===== src/rtl/loader_pkg.sv =====
// Shared types and stream-format constants for the program loader.
package loader_pkg;

  typedef enum logic [2:0] {
    StIdle,
    StLenHi,
    StLenLo,
    StData,
    StCheck,
    StDone,
    StError
  } state_t;

  localparam int unsigned HEADER_BYTES = 2;
  localparam int unsigned WORD_BYTES   = 4;

endpackage


===== src/rtl/program_loader_if.sv =====
// Byte-stream input and instruction-memory write bus of the program loader.
interface program_loader_if;
    logic        ByteValid;
    logic [7:0]  ByteData;
    logic        ByteReady;
    logic        MemWrite;
    logic [31:0] MemAddress;
    logic [31:0] MemData;

    modport master (
        output ByteValid, ByteData,
        input  ByteReady, MemWrite, MemAddress, MemData
    );

    modport slave (
        input  ByteValid, ByteData,
        output ByteReady, MemWrite, MemAddress, MemData
    );
endinterface


===== src/rtl/word_assembler.sv =====
// Packs a big-endian byte stream into 32-bit words; pulses wordComplete with the 4th byte.
module word_assembler
    import loader_pkg::*;
(
    input  logic        Clock,
    input  logic        Reset,
    input  logic        clear,
    input  logic        byteStrobe,
    input  logic [7:0]  byteData,
    output logic [31:0] word,
    output logic        wordComplete
);

    logic [1:0]  byteCount;
    logic [23:0] shiftReg;

    // The incoming byte is the LSB, so the full word is visible in the completing cycle.
    assign word         = {shiftReg, byteData};
    assign wordComplete = byteStrobe && (byteCount == 2'(WORD_BYTES - 1));

    always_ff @(posedge Clock) begin
        if (!Reset || clear) begin
            byteCount <= '0;
            shiftReg  <= '0;
        end else if (byteStrobe) begin
            byteCount <= byteCount + 2'd1;
            shiftReg  <= {shiftReg[15:0], byteData};
        end
    end

endmodule


===== src/rtl/program_loader.sv =====
// Loads a length-prefixed, XOR-checksummed byte stream into instruction memory
// while holding the core stalled.
module program_loader
    import loader_pkg::*;
#(
    parameter int unsigned DEPTH = 100
) (
    input  logic             Clock,
    input  logic             Reset,
    input  logic             Start,
    program_loader_if.slave  bus,
    output logic             CoreHold,
    output logic             Done,
    output logic             Error
);

    state_t      state;
    logic [7:0]  lenHi;
    logic [7:0]  checksum;
    logic [15:0] wordCount;
    logic [15:0] wordTotal;
    logic [15:0] lenWord;
    logic        memWrite;
    logic [31:0] memAddress;
    logic [31:0] memData;
    logic        inLoad;
    logic        byteFire;
    logic        startLoad;
    logic [31:0] word;
    logic        wordComplete;

    assign inLoad    = state inside {StLenHi, StLenLo, StData, StCheck};
    assign byteFire  = bus.ByteValid && inLoad;
    assign startLoad = Start && (state inside {StIdle, StDone, StError});
    assign lenWord   = {lenHi, bus.ByteData};

    assign bus.ByteReady  = inLoad;
    assign bus.MemWrite   = memWrite;
    assign bus.MemAddress = memAddress;
    assign bus.MemData    = memData;
    assign CoreHold       = inLoad;

    word_assembler assembler (
        .Clock        (Clock),
        .Reset        (Reset),
        .clear        (startLoad),
        .byteStrobe   (byteFire && (state == StData)),
        .byteData     (bus.ByteData),
        .word         (word),
        .wordComplete (wordComplete)
    );

    always_ff @(posedge Clock) begin
        if (!Reset) begin
            state      <= StIdle;
            lenHi      <= '0;
            checksum   <= '0;
            wordCount  <= '0;
            wordTotal  <= '0;
            memWrite   <= 1'b0;
            memAddress <= '0;
            memData    <= '0;
            Done       <= 1'b0;
            Error      <= 1'b0;
        end else begin
            memWrite <= 1'b0;
            if (startLoad) begin
                state      <= StLenHi;
                checksum   <= '0;
                wordCount  <= '0;
                wordTotal  <= '0;
                memAddress <= '0;
                Done       <= 1'b0;
                Error      <= 1'b0;
            end else if (byteFire) begin
                // The checksum byte itself is excluded from the running XOR.
                if (state != StCheck) checksum <= checksum ^ bus.ByteData;
                unique case (state)
                    StLenHi: begin
                        lenHi <= bus.ByteData;
                        state <= StLenLo;
                    end
                    StLenLo: begin
                        wordTotal <= lenWord;
                        if (lenWord == 16'd0) begin
                            state <= StCheck;
                        end else if (lenWord > 16'(DEPTH)) begin
                            state <= StError;
                            Error <= 1'b1;
                        end else begin
                            state <= StData;
                        end
                    end
                    StData: begin
                        if (wordComplete) begin
                            memWrite   <= 1'b1;
                            memData    <= word;
                            memAddress <= 32'(wordCount);
                            wordCount  <= wordCount + 16'd1;
                            if (wordCount + 16'd1 == wordTotal) state <= StCheck;
                        end
                    end
                    StCheck: begin
                        if (bus.ByteData == checksum) begin
                            state <= StDone;
                            Done  <= 1'b1;
                        end else begin
                            state <= StError;
                            Error <= 1'b1;
                        end
                    end
                    default: ;
                endcase
            end
        end
    end

endmodule


===== src/flat_wrapper.sv =====
// flat-port wrapper written by rule: the top's interface ports become plain ports
module program_loader_flat import loader_pkg::*;
#(
    parameter int unsigned DEPTH = 100
)
  (Clock, Reset, Start, CoreHold, Done, Error, bus_ByteValid, bus_ByteData, bus_ByteReady, bus_MemWrite, bus_MemAddress, bus_MemData);
  program_loader_if bus_i ();
  input  logic Clock;
  input  logic Reset;
  input  logic Start;
  output logic CoreHold;
  output logic Done;
  output logic Error;
  input wire logic [$bits(bus_i.ByteValid)-1:0] bus_ByteValid;
  input wire logic [$bits(bus_i.ByteData)-1:0] bus_ByteData;
  output wire logic [$bits(bus_i.ByteReady)-1:0] bus_ByteReady;
  output wire logic [$bits(bus_i.MemWrite)-1:0] bus_MemWrite;
  output wire logic [$bits(bus_i.MemAddress)-1:0] bus_MemAddress;
  output wire logic [$bits(bus_i.MemData)-1:0] bus_MemData;
  assign bus_i.ByteValid = bus_ByteValid;
  assign bus_i.ByteData = bus_ByteData;
  assign bus_ByteReady = bus_i.ByteReady;
  assign bus_MemWrite = bus_i.MemWrite;
  assign bus_MemAddress = bus_i.MemAddress;
  assign bus_MemData = bus_i.MemData;
  program_loader #(.DEPTH(DEPTH)) u_core (.Clock(Clock), .Reset(Reset), .Start(Start), .bus(bus_i), .CoreHold(CoreHold), .Done(Done), .Error(Error));
endmodule

===== config.mk =====
export PLATFORM = sky130hd
export DESIGN_NAME = program_loader_flat
export DESIGN_NICKNAME = d
export VERILOG_FILES = /design/src/rtl/loader_pkg.sv /design/src/rtl/program_loader_if.sv /design/src/rtl/word_assembler.sv /design/src/rtl/program_loader.sv /design/src/flat_wrapper.sv
export SDC_FILE = /design/constraint.sdc
export NUM_CORES = 1
export LEC_CHECK = 0
export ABC_AREA = 1
export CORE_MARGIN = 10
export CORE_UTILIZATION = 36
export DETAILED_ROUTE_END_ITERATION = 10
export DONT_BUFFER_PORTS = 1
export PLACE_DENSITY_LB_ADDON = 0.3
export SYNTH_ARGS = -nofsm -noshare
export SYNTH_HDL_FRONTEND = slang
export SYNTH_SLANG_ARGS = --single-unit

===== constraint.sdc =====
create_clock -name Clock -period 2.2 [get_ports Clock]
set_clock_uncertainty 0.15 [all_clocks]
set_input_delay 0.22 -clock Clock [delete_from_list [all_inputs] [get_ports Clock]]
set_output_delay 0.22 -clock Clock [all_outputs]
set_load 0.05 [all_outputs]

=== After elaboration in Yosys (flattened, before gate mapping) ===
Index checks and enable logic that the tools add are counted.

* Register bits after elaboration: 128
* Latch bits: 0
* Memory bits (writable): 0
* ROM bits: 0
* Input port bits: 12
* Output and inout port bits: 69
* Memories kept: 0

* Add/sub/neg operators: 2
* Multipliers: 0
* Div/mod/pow operators: 0
* Order comparisons: 1
* Equal/unequal tests: 17
* Shifts and indexed selects: 0
* Muxes and demuxes: 13
* Bitwise gates (word level): 5
* Reductions and logical operators: 24

{| class="wikitable"
|+ Operators with widths
! operator !! count
|-
| $add A16 B1 Y16 const B || 1
|-
| $eq A16 B16 Y1 || 1
|-
| $gt A16 B7 Y1 const B || 1
|-
| $logic_not A16 Y1 || 1
|-
| $mux W3 || 4
|-
| $pmux W3 S4 || 1
|-
| $reduce_and A4 Y1 || 3
|-
| $ne A2 B2 Y1 const B || 5
|-
| $eq A3 B3 Y1 const B || 3
|-
| $ne A3 B3 Y1 const B || 3
|-
| $reduce_and A3 Y1 || 3
|-
| $eq A8 B8 Y1 || 1
|-
| $xor A8 B8 Y8 || 1
|-
| $eq A3 B2 Y1 const B || 2
|-
| $mux W1 || 6
|-
| $reduce_and A5 Y1 || 1
|-
| $reduce_bool A5 Y1 || 1
|-
| $logic_and A1 B1 Y1 || 4
|-
| $not A1 Y1 || 4
|-
| $reduce_and A2 Y1 || 2
|-
| $reduce_bool A2 Y1 || 2
|-
| $reduce_bool A4 Y1 || 1
|-
| $reduce_or A4 Y1 || 1
|-
| $eq A3 B1 Y1 const B || 1
|-
| 9 further kinds || 9
|}

=== Logic depth before layout (Yosys ltp) ===
Gate-level depths: netlist (run 1).

* Depth after elaboration: 9
* Mapped depth: 16
* Gate-level depth less buffers: 16

=== Hierarchy ===
From an unflattened synthesis (run 1), not the netlist that was laid out.

* Cells, all modules: 775
* Area, all modules: 5833.1 um^2

{| class="wikitable"
|+ Modules (own cells, without submodules)
! module !! times used !! cells an instance !! area each (um^2) !! sequential area each (um^2)
|-
| program_loader || 1 || 648 || 4668.2 || 2042.0
|-
| word_assembler || 1 || 127 || 1164.9 || 520.5
|}

=== Worst setup path before layout (run 1) ===
No wires, ideal clock.

* Path kind: flip-flop to flip-flop
* From: register u_core.state[2]
* To: register u_core.checksum[4]
* Setup time: 0.070 ns
* Arrival time: 1.824 ns
* Required time: 1.980 ns
* Setup slack: 0.155 ns
* Cell stages (with the launch flop): 11
* Buffers on the path: 0
* Clock period less this slack: 2.045 ns
* Cells stage by stage: dfxtp_1 inv_2 nor3_4 or2_1 nor2_1 nand2_2 nand2_2 nor2_4 inv_2 or2_0 a21oi_1

* Longest elaborated chain between the ends: 4
* Elaborated cells on any way between the ends: 14
* Classes of those cells: 7 x eq/ne; 7 x reduce/logical

{| class="wikitable"
|+ Ends and longest elaborated chain
! what !! line !! RTL
|-
| start, declared || program_loader.sv:17 || <nowiki>state_t state;</nowiki>
|-
| start signal, assigned || program_loader.sv:55 || <nowiki>state <= StIdle;</nowiki>
|-
| start signal, assigned || program_loader.sv:68 || <nowiki>state <= StLenHi;</nowiki>
|-
| start signal, assigned || program_loader.sv:81 || <nowiki>state <= StLenLo;</nowiki>
|-
| $eq A3 B1 Y1, or another cell as far along || program_loader.sv:32 || <nowiki>assign inLoad = state inside {StLenHi, StLenLo, StData, StCheck};</nowiki>
|-
| $reduce_bool A4 Y1 * || program_loader.sv:32 ||
|-
| named net CoreHold || flat_wrapper.sv:11 || <nowiki>output logic CoreHold;</nowiki>
|-
| $logic_and A1 B1 Y1 * || program_loader.sv:33 || <nowiki>assign byteFire = bus.ByteValid && inLoad;</nowiki>
|-
| $reduce_and A2 Y1 (no source line) * || n/a ||
|-
| end signal, assigned || program_loader.sv:77 || <nowiki>if (state != StCheck) checksum <= checksum ^ bus.ByteData;</nowiki>
|-
| end, declared || program_loader.sv:19 || <nowiki>logic [7:0] checksum;</nowiki>
|}

The timed path passes the listed nets; every way through them passes the cells marked *.
A chain may end at the register's enable or synchronous reset.

=== Final worst setup path (run 1) ===
* From: register u_core.state[0]
* To: output port bus_ByteReady

* Longest elaborated chain between the ends: 2
* Elaborated cells on any way between the ends: 5
* Classes of those cells: 4 x eq/ne; 1 x reduce/logical

{| class="wikitable"
|+ Ends and longest elaborated chain
! what !! line !! RTL
|-
| $eq A3 B1 Y1, or another cell as far along || program_loader.sv:32 ||
|-
| $reduce_bool A4 Y1 * || program_loader.sv:32 ||
|-
| end, declared || flat_wrapper.sv:16 || <nowiki>output wire logic [$bits(bus_i.ByteReady)-1:0] bus_ByteReady;</nowiki>
|}

Mark *: on every way between the ends. The rest lies on a longest branch, timed or not.

==> metrics, run 1 <==
DIE AREA=0.0208 mm²; CP Max Fanout=3; Int Power=4060 µW; gate count of the mapped netlist=778; count of final setup violators=0; cell row count=45; Pleak=0.00285 µW; Switch Pwr=about 1500 µW; Worst path slowest cell=dfxtp_1; commonest non-fill, non-tap cell in the layout=nand2_1; most frequent cells in the layout=169 x nand2_1, 122 x dfxtp_1, 98 x a21oi_1; I/O pin count=81; Critical Path Stages=7; Worst Setup Start Kind=flop; Max-slew headroom=0.522; CTS tree=yes; Min-Delay Path Class=in -> reg; status=complete, no violations; Die Span Y=144 µm; Clock power frac=0.493; clock root buffer master=clkbuf_16; Ant. Diodes=0; endpoint class of the critical path=output port; Yosys reg bits=between 100 and 150; max capacitance violation total=0; worst setup margin=approximately 0.095 ns; Die W=144 µm; gr usage total=0.147; Final Critical Period=2.11 ns; Mapped Avg Cell Area=7.15 µm²; mapped cell area=0.00556 mm²; fraction of layout cells with a size suffix above 1=0.165; worst slack, placed=0.0627 ns; Slew Limit Fails=0; Ys Warns=0; Reg clk slew, reported paths=0.06 ns; Slew @ Worst Pin=0.715 ns; Net Sw Frac=0.265; Final Hold Viols=0; vias post-DR=~5k; Layout area overhead=24.9%; DR iter-0 viols=about 390; WP buf/inv=3; largest net degree at the start of global routing=just under 90; vias per cell=5.01; Setup Total Neg Slack=0 ns; CP arrival=approximately 1.7 ns; Seq pwr share=0.425; Seq/Total Area, Yosys=0.461; crit-path max cell delay=0.31 ns; core area=0.0151 mm²; drt total wl=around 16 mm; first-pass GRT wire length=24.4 mm; M1 GR Usage=0.184; H-tree Lvls=4; first-pass iteration count of the detailed router=5; Routed Antenna Nets=0; nets=841; peak supply drop=~0.64 mV; # DRC=0; PortBufs=0; global route overflow=0; global-route met2 utilization=0.228; worst skew pair latency=approximately 0.42 ns; finished layout cell area=between 0.006 and 0.007 mm²; CTS Buf Count=17; clock sink total=128; cell family with most CP delay=simple AND/OR/NAND/NOR gates; CP required=1.83 ns; critical path class=reg -> out; dpl cell area=0.00592 mm²; Final Total Pwr=5530 µW; Max Clock Freq=475 MHz; Power Density=slightly below 800 mW/mm²; Gate power share=0.082; post-detailed-route wirelength per cell=15.8 µm; clock buffer depth=2; initial antenna violation count=0; grt met3 use=0.0508; cell depth of the worst hold path=4; RSZ-0062 raised after global routing=yes; CP Cell Sequence=inv_1, nor3_4, buf_4, or2_1, nor2_2, nand2_2, buf_6; detailed placement HPWL=about 9.9 mm; number of global-route vias before repair=4660; gr busiest metal=met2; Cell variety after synth=35; crit share post-route=0.957; gpl congestion=0.863; FF-to-FF path depth=16; Starting Density=0.367
cells by family (layout without fill, tap and decap cells):
logic type                 after synthesis  count (layout)  share of synthesized area
DFF                                    128             128                      0.461
xor gates and xnor gates                11              11                     0.0173
buffers and inverters                  119             166                     0.0941
adders and majority gates                2               2                    0.00450
other                                    1              16                   0.000674
and+or+nand+nor                        341             341                      0.261
AOI/OAI and AO/OA                      176             176                      0.161
path summary, 6_finish.rpt:
check	startpoint	endpoint	slack (ns)
hold reg to reg	u_core.assembler.shiftReg[17]$_SDFFE_PP0P_	u_core.assembler.shiftReg[17]$_SDFFE_PP0P_	0.32
setup / recovery	u_core.state[0]$_SDFFE_PN0P_	bus_ByteReady	0.09
hold / removal	bus_ByteData[7]	u_core.Error$_SDFFE_PP0P_	0.08
setup reg to reg	u_core.wordCount[1]$_SDFFE_PP0P_	u_core.state[1]$_SDFFE_PP0P_	0.10
repair_timing:
action                                  in CTS  in global routing
setup buffers                                0                 11
hold buffers                                12                  0
gates resized for setup                      0                 52
hold endpoints to repair                    75                  0
endpoints found under the setup margin       0                 51
state kept, by name (all words and copies together) (netlist names):
register and cells:
u_core.Done 1, u_core.checksum 8, u_core.assembler.byteCount 2, u_core.bus.MemAddress 16
u_core.wordTotal 16, u_core.Error 1, u_core.bus.MemData 32, u_core.assembler.shiftReg 24
u_core.bus.MemWrite 1, u_core.state 3, u_core.wordCount 16, u_core.lenHi 8
metal layers:
layer / share of wire / wire [µm] / vias up
met4: 0.019 / 308 / 0
met1: 0.45 / 7260 / 2403
met2: 0.47 / 7570 / 112
met3: 0.068 / 1100 / 24
li1: - / - / 2614
met5: 0 / 0 / -
synthesized netlist by cell type:
master | count | area share
o211ai_1 | 1 | 0.0014
nor3_4 | 1 | 0.0029
xnor2_1 | 5 | 0.0079
nor3_2 | 1 | 0.0018
xor2_1 | 6 | 0.0095
o21ai_0 | 67 | 0.060
a21oi_1 | 99 | 0.089
o21ai_1 | 4 | 0.0036
nand2_1 | 179 | 0.12
conb_1 | 1 | 0.00067
a31oi_1 | 2 | 0.0022
or2_0 | 2 | 0.0022
clkinv_1 | 1 | 0.00067
dfxtp_1 | 128 | 0.46
o2111ai_1 | 1 | 0.0016
inv_2 | 6 | 0.0041
nand2_2 | 3 | 0.0034
nor2_1 | 83 | 0.056
nand3b_1 | 6 | 0.0081
nand3_1 | 46 | 0.041
buf_4 | 18 | 0.024
nor2_4 | 3 | 0.0061
or2_1 | 1 | 0.0011
o31ai_1 | 1 | 0.0014
a311oi_1 | 1 | 0.0016
buf_2 | 7 | 0.0063
nand4_1 | 9 | 0.010
nor4_1 | 1 | 0.0011
nor2_2 | 3 | 0.0034
or2_2 | 1 | 0.0011
inv_1 | 59 | 0.040
clkbuf_1 | 27 | 0.018
buf_1 | 1 | 0.00067
ha_1 | 2 | 0.0045
nor3_1 | 2 | 0.0018
worst reg2reg max path, delay by kind of cell (launching register included):
family | cells | cell delay, ns
flip-flops | 1 | 0.36
AO/OA/AOI/OAI | 1 | 0.05
adder cells (fa/ha/maj) | 1 | 0.17
AND/OR/NAND/NOR | 14 | 1.29
per-stage QoR:
stage	utilization	hold WS, ns	std cells
floorplan	-	0.218	793
global placement	0.391	0.212	970
detailed placement	0.391	0.214	970
CTS	0.437	0.0689	1014
global route	0.459	0.130	1028
finish	0.459	0.0758	1028
cell type report:
cell class	count	area [µm²]
clock buffer	19	443
timing repair buffer	68	651
multi-input combinational	546	2670
sequential	128	2570
inverter	66	248
tap	188	235
clock inverter	13	126
fill	1521	8200
power groups by stage:
stage               registers (µW)  clock network [µW]  logic, µW
finish                        2350                2730        451
global route                  2350                2890        490
CTS                           2350                2770        419
detailed placement            2400                   0        368
global placement              2400                   0        367
floorplan                     2400                   0        323
Power figures use the tool's default switching activity.
==> inputs of run 2 (changes only) <==
--- a/config.mk
+++ b/config.mk
@@ -6,8 +6,10 @@
 export NUM_CORES = 1
 export LEC_CHECK = 0
 export ABC_AREA = 1
+export CELL_PAD_IN_SITES_DETAIL_PLACEMENT = 2
+export CELL_PAD_IN_SITES_GLOBAL_PLACEMENT = 2
 export CORE_MARGIN = 10
-export CORE_UTILIZATION = 36
+export CORE_UTILIZATION = 35
 export DETAILED_ROUTE_END_ITERATION = 10
 export DONT_BUFFER_PORTS = 1
 export PLACE_DENSITY_LB_ADDON = 0.3
==> run 2 against run 1 <==
Compared with the run above:
- clock-buffer cell count did not move
- via count rose by 7.5%
- fmax fell by 14%
- setup slack got worse by 0.35 ns
- the flow now finishes with violations (negative setup slack)
- total power rose by 2.7%
- register-to-register slack got worse by 0.36 ns
- combinational power rose by 16%
- utilization fell by 1.8 points
- highest routed layer unchanged
==> metrics, run 2 (synthesis gave the netlist of run 1 again) <==
fraction of layout cells with a size suffix above 1=0.175; crit share post-route=1.12; Routed Antenna Nets=0; Worst Setup Start Kind=flop; max reg flops=32; CP Cell Sequence=buf_4, nand2_1, nor2_2, nand2_2, buf_4, nand2_1, nand3_1, nand2_1, nand2_1, inv_1, nand2_1, nor2_1, nand3_2, nand2_4, nand2_1, nand2_2, a21oi_2; violated checks=negative setup slack; post-detailed-route wirelength per cell=21.8 µm; vias per cell=5.27; initial antenna violation count=0; peak supply drop=0.572 mV; global route overflow=0; most used cell, CP=nand2_1; Seq pwr share=0.414; crit-path max cell delay=0.38 ns; first-pass iteration count of the detailed router=5; Final Critical Period=2.46 ns; Layout area overhead=24.5%; cell family with most CP delay=simple AND/OR/NAND/NOR gates; Pleak=~0.0028 µW; detailed placement HPWL=between 10 and 15 mm; gr usage total=0.199; H-tree Lvls=4; Setup Total Neg Slack=-0.647 ns; core area=0.0157 mm²; status=finished with violations; Max-slew headroom=0.534; worst skew pair latency=0.43 ns; vias post-DR=5539; drt total wl=about 23 mm; clock sink total=128; RSZ-0062 raised after global routing=yes; WP buf/inv=3; number of global-route vias before repair=a little over 6k; Switch Pwr=1540 µW; # DRC=0; Die W=146 µm; Worst path slowest cell=dfxtp_4; Net Sw Frac=0.272; I/O pin count=81; Final Hold Viols=0; CTS Buf Count=17; DIE AREA=0.0213 mm²; Die Span Y=146 µm; Reg clk slew, reported paths=0.06 ns; cell row count=46; number of instances in the placed design=992; Gate power share=0.092; hold_ws=0.0302 ns; Min-Delay Path Class=in -> reg; critical path class=reg -> reg; largest net degree at the start of global routing=56; nets=approximately 840; PortBufs=0; DR iter-0 viols=309; Ant. Diodes=0; count of final setup violators=5; Power Density=about 820 mW/mm²; Starting Density=0.354; worst setup margin=-0.256 ns; max capacitance violation total=0; Slew Limit Fails=0; most frequent cells in the layout=164 x nand2_1, 122 x dfxtp_1, 97 x a21oi_1; Slew @ Worst Pin=0.696 ns; gpl congestion=0.873; clock root buffer master=clkbuf_16; Max Clock Freq=407 MHz; Int Power=4130 µW; CP Max Fanout=6; CP arrival=2.62 ns; endpoint class of the critical path=flop; finished layout cell area=0.00692 mm²; fin cells=1051; clock buffer depth=2; dpl cell area=0.00589 mm²; commonest non-fill, non-tap cell in the layout=nand2_1; fill cell count=approximately 1.8k; CTS tree=yes; CP required=2.36 ns; first-pass GRT wire length=~34 mm; Clock power frac=0.494; Post-Route Utilization=0.441
[run 2: changes by cell type in the layout (fill, tap and decap cells not counted), moves of 3 or more]
| cell | previous run | this run |
|---|---|---|
| nand2_2 | 9 | 15 |
| dfxtp_4 | 0 | 3 |
| dfxtp_2 | 6 | 3 |
| nand2_1 | 169 | 164 |
| clkbuf_16 | 20 | 17 |
| inv_6 | 6 | 1 |
| nand3_1 | 43 | 40 |
| nand3_2 | 2 | 6 |
[run 2: cell type report]
| type | instances | area [µm²] | share of cell area |
|---|---|---|---|
| Tap cell | 216 | 270 | 0.0390 |
| Multi-Input combinational cell | 547 | 2720 | 0.392 |
| Clock buffer | 19 | 433 | 0.0625 |
| Inverter | 66 | 250 | 0.0362 |
| Clock inverter | 13 | 140 | 0.0202 |
| Sequential cell | 128 | 2580 | 0.372 |
| Timing Repair Buffer | 62 | 534 | 0.0772 |
[run 2: metrics by stage]
stage | worst slack (ns) | total power (µW)
finish | -0.256 | 5670
global route | -0.366 | 5860
CTS | -0.0762 | 5620
detailed placement | -0.297 | 2790
global placement | 0.00754 | 2770
floorplan | 0.155 | 2720
[run 2: routing by layer]
metal,vias up,GRT usage,routed length (µm)
li1,2584,-,-
met1,2785,0.213,9100
met2,131,0.366,12300
met3,39,0.0550,1040
met4,0,0.0741,472
met5,-,0,0
[run 2: final timing paths]
check                                             start                                         end  slack, ns  cells past startpoint
min                                       bus_ByteValid                    u_core.Done$_SDFFE_PP0P_       0.03                      4
max                    u_core.wordCount[1]$_SDFFE_PP0P_                u_core.state[0]$_SDFFE_PN0P_      -0.26                     17
max reg2reg            u_core.wordCount[1]$_SDFFE_PP0P_                u_core.state[0]$_SDFFE_PN0P_      -0.26                     17
min reg2reg  u_core.assembler.shiftReg[16]$_SDFFE_PP0P_  u_core.assembler.shiftReg[16]$_SDFFE_PP0P_       0.32                      2
[run 2: worst reg2reg max path: stages (launching register included)]
cell     delay, ns
dfxtp_4       0.38
buf_4         0.12
nand2_1       0.07
nor2_2        0.19
nand2_2       0.16
buf_4         0.18
nand2_1       0.07
nand3_1       0.11
nand2_1       0.10
nand2_1       0.06
inv_1         0.05
nand2_1       0.06
nor2_1        0.12
nand3_2       0.14
nand2_4       0.15
nand2_1       0.10
nand2_2       0.09
a21oi_2       0.07
[run 2: repair_timing]
| action | 4_1_cts | 5_1_grt |
|---|---|---|
| hold buffers | 11 | 0 |
| setup buffers | 3 | 12 |
| gates resized for setup | 31 | 35 |
| setup endpoints to repair | 13 | 57 |
| pin swaps | 5 | 19 |
| cloned | 0 | 1 |
| hold endpoints to repair | 72 | 0 |
[run 2: power groups by stage]
stage | Clock, µW | Sequential, µW | Combinational [µW]
6_report | 2800 | 2350 | 521
4_1_cts | 2820 | 2350 | 454
5_1_grt | 2960 | 2350 | 554
3_5_place_dp | 0 | 2400 | 387
2_1_floorplan | 0 | 2400 | 323
3_3_place_gp | 0 | 2400 | 371
